$ cat src/rtl/pkt_key_parser.sv
// pkt_key_parser
//   Passive tap on a 64-bit ingress AXI-Stream. It walks the first five beats of
//   every frame, checks for plain IPv4 (IHL=5) carrying UDP, and emits one 96-bit
//   lookup key {src_ip, dst_ip, udp_dport, 16'h0} with an op flag and a 1-cycle
//   strobe per qualifying frame. Frames that are not IPv4/UDP, carry IP options or
//   end before the fifth beat produce no key.
//
//   Optional build macro: PARSER_STATS_EN
//     defined   : stat_frames / stat_keys / stat_drops count frame ends, emitted
//                 keys and rejected frames (wrapping modulo 2^CNT_WIDTH).
//     undefined : stat_* outputs are tied to zero and no counter logic exists.
//
//   Handshake: a beat is transferred only when s_axis_tvalid and s_axis_tready are
//   both high on a rising clk edge. This block never drives tready; it only
//   observes transfers, so it cannot back-pressure the stream. out_valid is a
//   single-cycle strobe with no ready; out_key/out_flag hold between strobes.
//
//   Frame byte map (byte n of a beat is tdata[8n+7:8n], fields big-endian):
//     beat 1 : ethertype bytes 12-13 == 16'h0800, byte 14 == 8'h45
//     beat 2 : byte 23 (IP protocol) == 8'd17
//     beat 3 : src_ip bytes 26-29, dst_ip[31:16] bytes 30-31
//     beat 4 : dst_ip[15:0] bytes 32-33, sport 34-35, dport 36-37; tkeep[5:0] full
module pkt_key_parser #(
  parameter int          KEY_SIZE   = 96,
  parameter int          DATA_WIDTH = 64,
  parameter logic [15:0] WATCH_PORT = 16'd53,
  parameter int          CNT_WIDTH  = 32
) (
  input  logic                    clk,
  input  logic                    rst,
  input  logic [DATA_WIDTH-1:0]   s_axis_tdata,
  input  logic [DATA_WIDTH/8-1:0] s_axis_tkeep,
  input  logic                    s_axis_tvalid,
  input  logic                    s_axis_tready,
  input  logic                    s_axis_tlast,
  output logic [KEY_SIZE-1:0]     out_key,
  output logic [3:0]              out_flag,
  output logic                    out_valid,
  output logic [CNT_WIDTH-1:0]    stat_frames,
  output logic [CNT_WIDTH-1:0]    stat_keys,
  output logic [CNT_WIDTH-1:0]    stat_drops,
  output logic [2:0]              dbg_state
);

  localparam logic [3:0] FLAG_LOOKUP = 4'd1;
  localparam logic [3:0] FLAG_INSERT = 4'd2;

  // One state per header beat, then SKIP for the payload until tlast.
  typedef enum logic [2:0] {
    ST_B0   = 3'd0,
    ST_B1   = 3'd1,
    ST_B2   = 3'd2,
    ST_B3   = 3'd3,
    ST_B4   = 3'd4,
    ST_SKIP = 3'd5
  } state_e;

  state_e state_q, state_d;

  // Header fields captured on beat 3, consumed when beat 4 arrives.
  logic [31:0] src_ip_q, src_ip_d;
  logic [15:0] dst_hi_q, dst_hi_d;

  // Sticky per-frame reject mark; cleared at the frame's tlast beat.
  logic drop_q, drop_d;

  logic [KEY_SIZE-1:0] out_key_q, out_key_d;
  logic [3:0]          out_flag_q, out_flag_d;
  logic                out_valid_q, out_valid_d;

  logic        beat;
  logic [7:0]  lane [8];
  logic        b1_ok;
  logic        b2_ok;
  logic        keep_ok;
  logic [15:0] dst_lo;
  logic [15:0] sport;
  logic [15:0] dport;
  logic        fail_now;
  logic        emit;

  // Only tkeep[5:0] of beat 4 matters (the bytes holding dst_ip low, sport, dport).
  logic unused_keep;
  assign unused_keep = ^s_axis_tkeep[DATA_WIDTH/8-1:6];

  assign beat = s_axis_tvalid & s_axis_tready;

  // Split the beat into byte lanes so the checks read like the byte map above.
  always_comb begin
    for (int i = 0; i < 8; i++) begin
      lane[i] = s_axis_tdata[8*i +: 8];
    end
  end

  // Per-beat header checks and field extraction; only meaningful in the matching state.
  always_comb begin
    b1_ok   = ({lane[4], lane[5]} == 16'h0800) && (lane[6] == 8'h45);
    b2_ok   = (lane[7] == 8'd17);
    keep_ok = (s_axis_tkeep[5:0] == 6'h3F);
    dst_lo  = {lane[0], lane[1]};
    sport   = {lane[2], lane[3]};
    dport   = {lane[4], lane[5]};
  end

  // FSM next state, field capture, reject tracking and key emission.
  always_comb begin
    state_d     = state_q;
    src_ip_d    = src_ip_q;
    dst_hi_d    = dst_hi_q;
    drop_d      = drop_q;
    out_key_d   = out_key_q;
    out_flag_d  = out_flag_q;
    out_valid_d = 1'b0;
    fail_now    = 1'b0;
    emit        = 1'b0;

    if (beat) begin
      unique case (state_q)
        ST_B0: begin
          state_d = ST_B1;
        end
        ST_B1: begin
          if (b1_ok) begin
            state_d = ST_B2;
          end else begin
            fail_now = 1'b1;
            state_d  = ST_SKIP;
          end
        end
        ST_B2: begin
          if (b2_ok) begin
            state_d = ST_B3;
          end else begin
            fail_now = 1'b1;
            state_d  = ST_SKIP;
          end
        end
        ST_B3: begin
          src_ip_d = {lane[2], lane[3], lane[4], lane[5]};
          dst_hi_d = {lane[6], lane[7]};
          state_d  = ST_B4;
        end
        ST_B4: begin
          // drop_q cannot be set here since B1/B2 failures leave via SKIP,
          // but it is kept in the term so a reject is never overridden.
          if (keep_ok && !drop_q) begin
            emit = 1'b1;
          end else begin
            fail_now = 1'b1;
          end
          state_d = ST_SKIP;
        end
        ST_SKIP: begin
          state_d = ST_SKIP;
        end
        default: begin
          state_d = ST_B0;
        end
      endcase

      if (fail_now) begin
        drop_d = 1'b1;
      end

      // tlast closes the frame from any state, after the beat's own processing.
      if (s_axis_tlast) begin
        state_d = ST_B0;
        drop_d  = 1'b0;
      end
    end

    if (emit) begin
      out_key_d   = KEY_SIZE'({src_ip_q, dst_hi_q, dst_lo, dport, 16'h0000});
      out_flag_d  = (sport == WATCH_PORT) ? FLAG_INSERT : FLAG_LOOKUP;
      out_valid_d = 1'b1;
    end
  end

  // State, capture and output registers with synchronous active-high reset.
  always_ff @(posedge clk) begin
    if (rst) begin
      state_q     <= ST_B0;
      src_ip_q    <= '0;
      dst_hi_q    <= '0;
      drop_q      <= 1'b0;
      out_key_q   <= '0;
      out_flag_q  <= '0;
      out_valid_q <= 1'b0;
    end else begin
      state_q     <= state_d;
      src_ip_q    <= src_ip_d;
      dst_hi_q    <= dst_hi_d;
      drop_q      <= drop_d;
      out_key_q   <= out_key_d;
      out_flag_q  <= out_flag_d;
      out_valid_q <= out_valid_d;
    end
  end

  assign out_key   = out_key_q;
  assign out_flag  = out_flag_q;
  assign out_valid = out_valid_q;
  assign dbg_state = state_q;

`ifdef PARSER_STATS_EN
  logic [CNT_WIDTH-1:0] frames_q, frames_d;
  logic [CNT_WIDTH-1:0] keys_q, keys_d;
  logic [CNT_WIDTH-1:0] drops_q, drops_d;
  logic                 rejected;

  // Count frame ends, emitted keys and rejected frames; counters wrap naturally.
  always_comb begin
    frames_d = frames_q;
    keys_d   = keys_q;
    drops_d  = drops_q;
    // A frame ending before beat 4 was truncated; otherwise it is rejected only
    // if some check failed (now or earlier in the frame).
    rejected = drop_q || fail_now || ((state_q != ST_B4) && (state_q != ST_SKIP));
    if (beat && s_axis_tlast) begin
      frames_d = frames_q + CNT_WIDTH'(1);
      if (rejected) begin
        drops_d = drops_q + CNT_WIDTH'(1);
      end
    end
    if (emit) begin
      keys_d = keys_q + CNT_WIDTH'(1);
    end
  end

  // Statistics registers.
  always_ff @(posedge clk) begin
    if (rst) begin
      frames_q <= '0;
      keys_q   <= '0;
      drops_q  <= '0;
    end else begin
      frames_q <= frames_d;
      keys_q   <= keys_d;
      drops_q  <= drops_d;
    end
  end

  assign stat_frames = frames_q;
  assign stat_keys   = keys_q;
  assign stat_drops  = drops_q;
`else
  assign stat_frames = '0;
  assign stat_keys   = '0;
  assign stat_drops  = '0;
`endif

endmodule
$ cat config.mk
export PLATFORM = sky130hd
export DESIGN_NAME = pkt_key_parser
export DESIGN_NICKNAME = d
export VERILOG_FILES = /design/src/rtl/pkt_key_parser.sv
export SDC_FILE = /design/constraint.sdc
export NUM_CORES = 1
export LEC_CHECK = 0
export BUFFER_PORTS_ARGS = -buffer_cell sky130_fd_sc_hd__buf_4
export CORE_MARGIN = 2
export CORE_UTILIZATION = 38
export CTS_BUF_LIST = sky130_fd_sc_hd__clkbuf_8
export CTS_CLUSTER_DIAMETER = 50
export DETAILED_ROUTE_END_ITERATION = 10
export HOLD_SLACK_MARGIN = 0.1
export MAX_ROUTING_LAYER = met4
export PLACE_DENSITY = 0.67
export SLEW_MARGIN = 40
export SYNTH_ARGS = -nofsm -noshare
export SYNTH_HDL_FRONTEND = slang
export SYNTH_SLANG_ARGS = --single-unit
$ cat constraint.sdc
create_clock -name clk -period 2.8 [get_ports clk]
set_clock_uncertainty 0.15 [all_clocks]
set_input_delay 0.42 -clock clk [delete_from_list [all_inputs] [get_ports clk]]
set_output_delay 0.42 -clock clk [all_outputs]
set_load 0.02 [all_outputs]
; ---- Yosys cells after proc, flatten, opt, wreduce, memory -nomap -nowiden
; Cells that the tools add are included.
; Widths: inputs -> output; s select.
[op_classes]
reduce_logical = 8
bitwise = 1
eq_ne = 10
mux = 16
[op_table]
columns = op, n
row1 = $eq 16x12->1 const B, 1
row2 = $eq 16x6->1 const B, 1
row3 = $pmux 3 s5, 1
row4 = $mux 1, 10
row5 = $mux 3, 3
row6 = $eq 8x5->1 const B, 1
row7 = $eq 8x7->1 const B, 1
row8 = $eq 3x2->1 const B, 2
row9 = $eq 3x3->1 const B, 2
row10 = $eq 6x6->1 const B, 1
row11 = $reduce_and 2->1, 2
row12 = $eq 3x1->1 const B, 1
row13 = $logic_not 3->1, 1
row14 = $pmux 1 s3, 1
row15 = $logic_and 1x1->1, 2
row16 = $mux 2, 1
row17 = $reduce_bool 2->1, 1
row18 = $reduce_or 2->1, 1
row19 = $and 1x1->1, 1
row20 = $logic_not 1->1, 1
[word_totals]
word_cells = 42
input_bits = 77
register_bits = 137

; ---- Logic depth before layout (Yosys ltp)
[depth]
ltp_word = 7
depth_mapped = 7

; ---- Least setup slack after synthesis
; Ideal clock, no wire load.
[synth_path]
path_kind = reg-to-reg
start = register state_q[2], in the netlist dbg_state[2]
end = register out_key_q[53], in the netlist out_key[53]
setup_slack_ps = 671
n_path_buf = 3
stages_incl_launch_ff = 8
arrival_time_ps = 1836
synth_period_minus_slack_ps = 2129
cell_sequence = dfxtp_1 -> buf_4 -> or3b_4 -> or4_1 -> buf_2 -> buf_2 -> nand2_1 -> a21oi_2
[synth_between]
elab_chain_len = 3
[synth_lines]
columns = element, line
row1 = "start, declared", 58  ; state_e state_q, state_d;
row2 = "start signal, assigned", 190  ; state_q <= state_d;
row3 = $eq 3x3->1, 118  ; unique case (state_q)
row4 = $mux 1, 118
row5 = $mux 1, 117  ; if (beat) begin
row6 = "end signal, assigned", 194  ; out_key_q <= out_key_d;
row7 = "end, declared", 67  ; logic [KEY_SIZE-1:0] out_key_q, out_key_d;
; No other way between the ends.
; A chain may end at the register's enable or synchronous reset.

; ---- Worst setup path after layout
[layout_path]
start = register state_q[2], in the netlist dbg_state[2]
end = register out_key_q[28], in the netlist out_key[28]
; Same word-level chain as after synthesis.

==> run summary <==
result of the run -> completed
most utilized layer in the global route result -> met2
dominant cells by area after synthesis -> dfxtp_1, nand2_1, buf_4, a21oi_1, a21oi_2
Vias per Instance -> 4.459
post-synthesis instance total -> 741
number of inserted diodes -> 0
GR met2 Demand/Resource -> 29.07%
starting utilization of the core area -> 39.00%
share of layout cells above drive strength 1 -> 24.25%
Critical Path, Cell by Cell -> or3b_4, or4_4, buf_4, nand2_1, a21oi_2, dlygate4sd3_1
yosys warns -> 0
portion of synthesized cell area occupied by the leading cell type -> 45.59%
vertical die dimension -> 128.9 um
number of routed nets with antenna violations -> 0
endpoints failing hold -> 0
startpoint of the worst setup timing path -> dbg_state[2]$_SDFFE_PP0P_
die extent in x -> 128.9 um
Critical Path End Type -> flip-flop
share of synthesized area occupied by flip-flops and latches -> 45.59%
average cell area after synthesis -> 8.000 sq um
total via count in the routed design -> 5123
final count of pins violating max slew -> 0
I/O pin count -> 277
number of cells traversed by the worst hold path -> 3
number of distinct standard cells referenced by the synthesized netlist -> 36
Clock Root Buffer -> clkbuf_8
area of the die -> 16620 sq um
TritonCTS clock tree -> yes
final standard cell utilization of the core -> 51.53%
most instantiated library cell after synthesis -> nand2_1
hold crit path type -> input port to flip-flop
overall routing resource usage -> 18.25%
largest voltage drop on the vdd net -> 253.7 uV
cts bufs inserted -> 17
most frequently used flop master after synthesis -> dfxtp_1
number of sinks on the clock net -> 135
area delta synth->final -> 32.14%
largest net degree at the start of global routing -> 81
drt total wl -> 15060 um
number of H-tree levels -> 4
Post-layout nets -> 1028
endpoint of the worst register-to-register path -> out_key[28]$_SDFFE_PP0P_
Placeable Area -> 15200 sq um
routed wirelength normalized by instance count -> 13.10 um
ranking of synthesized cells by instance count -> nand2_1, dfxtp_1, buf_4
Cell Area, Placed -> 6832 sq um
maximum root-to-sink buffer count -> 2
WP data arrival -> 2.80 ns
transition at the pin with the smallest max-transition slack -> 0.6006 ns
sum of overflow across all layers after global routing -> 0
post-synthesis sequential element count -> 135
library cell contributing the largest single delay on the critical path -> dlygate4sd3_1
clock insertion delay at the later pin of the skew report -> 0.44 ns
detailed-routing iteration count for the pre-antenna-repair pass -> 4
number of DRC violations after detailed-routing iteration 0 -> 338
Worst Path Max Fanout -> 51
vias in the first global route -> 4654
number of enable flip-flop cells after synthesis -> 0
critical register-to-register path startpoint -> dbg_state[2]$_SDFFE_PP0P_
num rows -> 45
hold worst-path end -> drop_q$_SDFFE_PP0P_
library cell occupying the most area in the post-synthesis netlist -> dfxtp_1
highest clock rate -> 380.0 MHz
reg-to-reg setup timing slack -> 0.17 ns
post-synth design cell area -> 5928 sq um
DRC Markers -> 0
kind of start point of the critical path -> flip-flop
summed area of non-filler cells in the final layout -> 7834 sq um
Clk pin slew, worst setup/hold paths -> 0.07 ns
cell area power density -> 473.2 nW/um^2
setup violation total in the final timing report -> 0
first-pass GRT wire length -> 23100 um
delay of the slowest cell on the worst path -> 0.55 ns
clock period minus final worst setup slack -> 2.632 ns
WP data required -> 2.97 ns
RSZ-0062 raised after global routing -> false
met3 track utilization from global routing -> 4.990%
routability congestion estimate -> 0.8171
total negative slack -> 0 ns
input/output buffers -> 160
async set or reset register ratio after synthesis -> 0%
reported max-cap violation count -> 0
R2R cell count -> 6
worst setup path category -> flip-flop to flip-flop
max-slew headroom at the worst pin -> 59.96%
Post-DP HPWL -> 9704 um
period utilization -> 93.99%
startpoint of the tightest hold check path -> s_axis_tready
met1 Resource Use GR -> 22.41%
number of antenna violations at the first check in global routing -> 0
LEAKAGE -> 3.164 nW
## power breakdown
part / switching (mW) / total, mW / internal, mW
Clock: 0.697 / 1.41 / 0.710
Combinational: 0.236 / 0.378 / 0.142
Sequential: 0.00194 / 1.92 / 1.92
## kinds of logic (layout without fill, tap and decap cells)
group	Yosys count	after routing	synth area share (%)
AO/OA/AOI/OAI	142	142	14.31
XOR/XNOR	1	1	0.1478
buffers and inverters	159	266	18.57
flip-flops	135	135	45.59
multiplexers	1	1	0.1689
other	1	114	0.06326
AND/OR/NAND/NOR	302	302	21.15
## critical path: cells and delay by family, from the launching register on
kind | cells | cell delay, ns
buffers and inverters | 2 | 0.85
AO/OA/AOI/OAI | 1 | 0.06
flip-flops | 1 | 0.43
AND/OR/NAND/NOR | 3 | 1.03
## flip-flops by register name, indices dropped and copies added (netlist names)
| register | cells |
|---|---|
| drop_q | 1 |
| out_valid | 1 |
| dst_hi_q | 16 |
| out_key | 80 |
| dbg_state | 3 |
| out_flag | 2 |
| src_ip_q | 32 |
## cell usage in the layout (no fill, tap or decap), types with 2 or more instances in the layout
master	count
nand2_1	264
buf_4	164
dfxtp_1	134
conb_1	114
a21oi_1	102
dlygate4sd3_1	67
a21oi_2	31
clkbuf_8	19
nor2_1	8
nor4b_1	6
nor4_1	6
inv_1	6
buf_12	5
clkinv_2	4
nand4_1	3
o21ai_0	3
a2111oi_0	2
## repair_timing
action                                  in CTS  in global routing
hold endpoints to repair                    80                  0
setup buffers                                0                  0
hold buffers                                67                  0
endpoints found under the setup margin       0                  1
resized for setup                            0                  1
## worst max-delay path by stage
stage / cells past startpoint / slack, ns / end
finish: 6 / 0.17 / out_key[28]$_SDFFE_PP0P_
global route: 6 / 0.06 / out_key[28]$_SDFFE_PP0P_
CTS: 6 / 0.05 / out_key[28]$_SDFFE_PP0P_
detailed placement: 5 / 0.58 / out_key[21]$_SDFFE_PP0P_
global placement: 5 / 0.59 / out_key[66]$_SDFFE_PP0P_
floorplan: 7 / 0.67 / out_key[53]$_SDFFE_PP0P_
## stage by stage
stage          power (mW)  instances  hold WS (ns)  setup slack, ns
2_1_floorplan       2.270        854        0.2821           0.6709
3_3_place_gp        2.262       1053        0.2879           0.5864
3_5_place_dp        2.263       1053        0.2937           0.5805
4_1_cts             3.756       1149        0.1579          0.04921
5_1_grt             3.865       1149        0.2101          0.05774
6_report            3.707       1149        0.1975           0.1682
## routing by layer
metal  part of all wire (%)  up-vias
met5                      0        -
met4                    1.4        0
met3                    4.8       16
met2                     48      165
met1                     46     2354
li1                       -     2588
## layout make-up
class	count	area, sq um
clock buffer	19	261.5
tap	188	235.2
timing repair buffer	236	2002
multi-input combinational	560	2559
clock inverter	10	68.82
sequential	135	2704
fill	1493	7368
inverter	1	3.754
(Power assumes the default switching activity.)
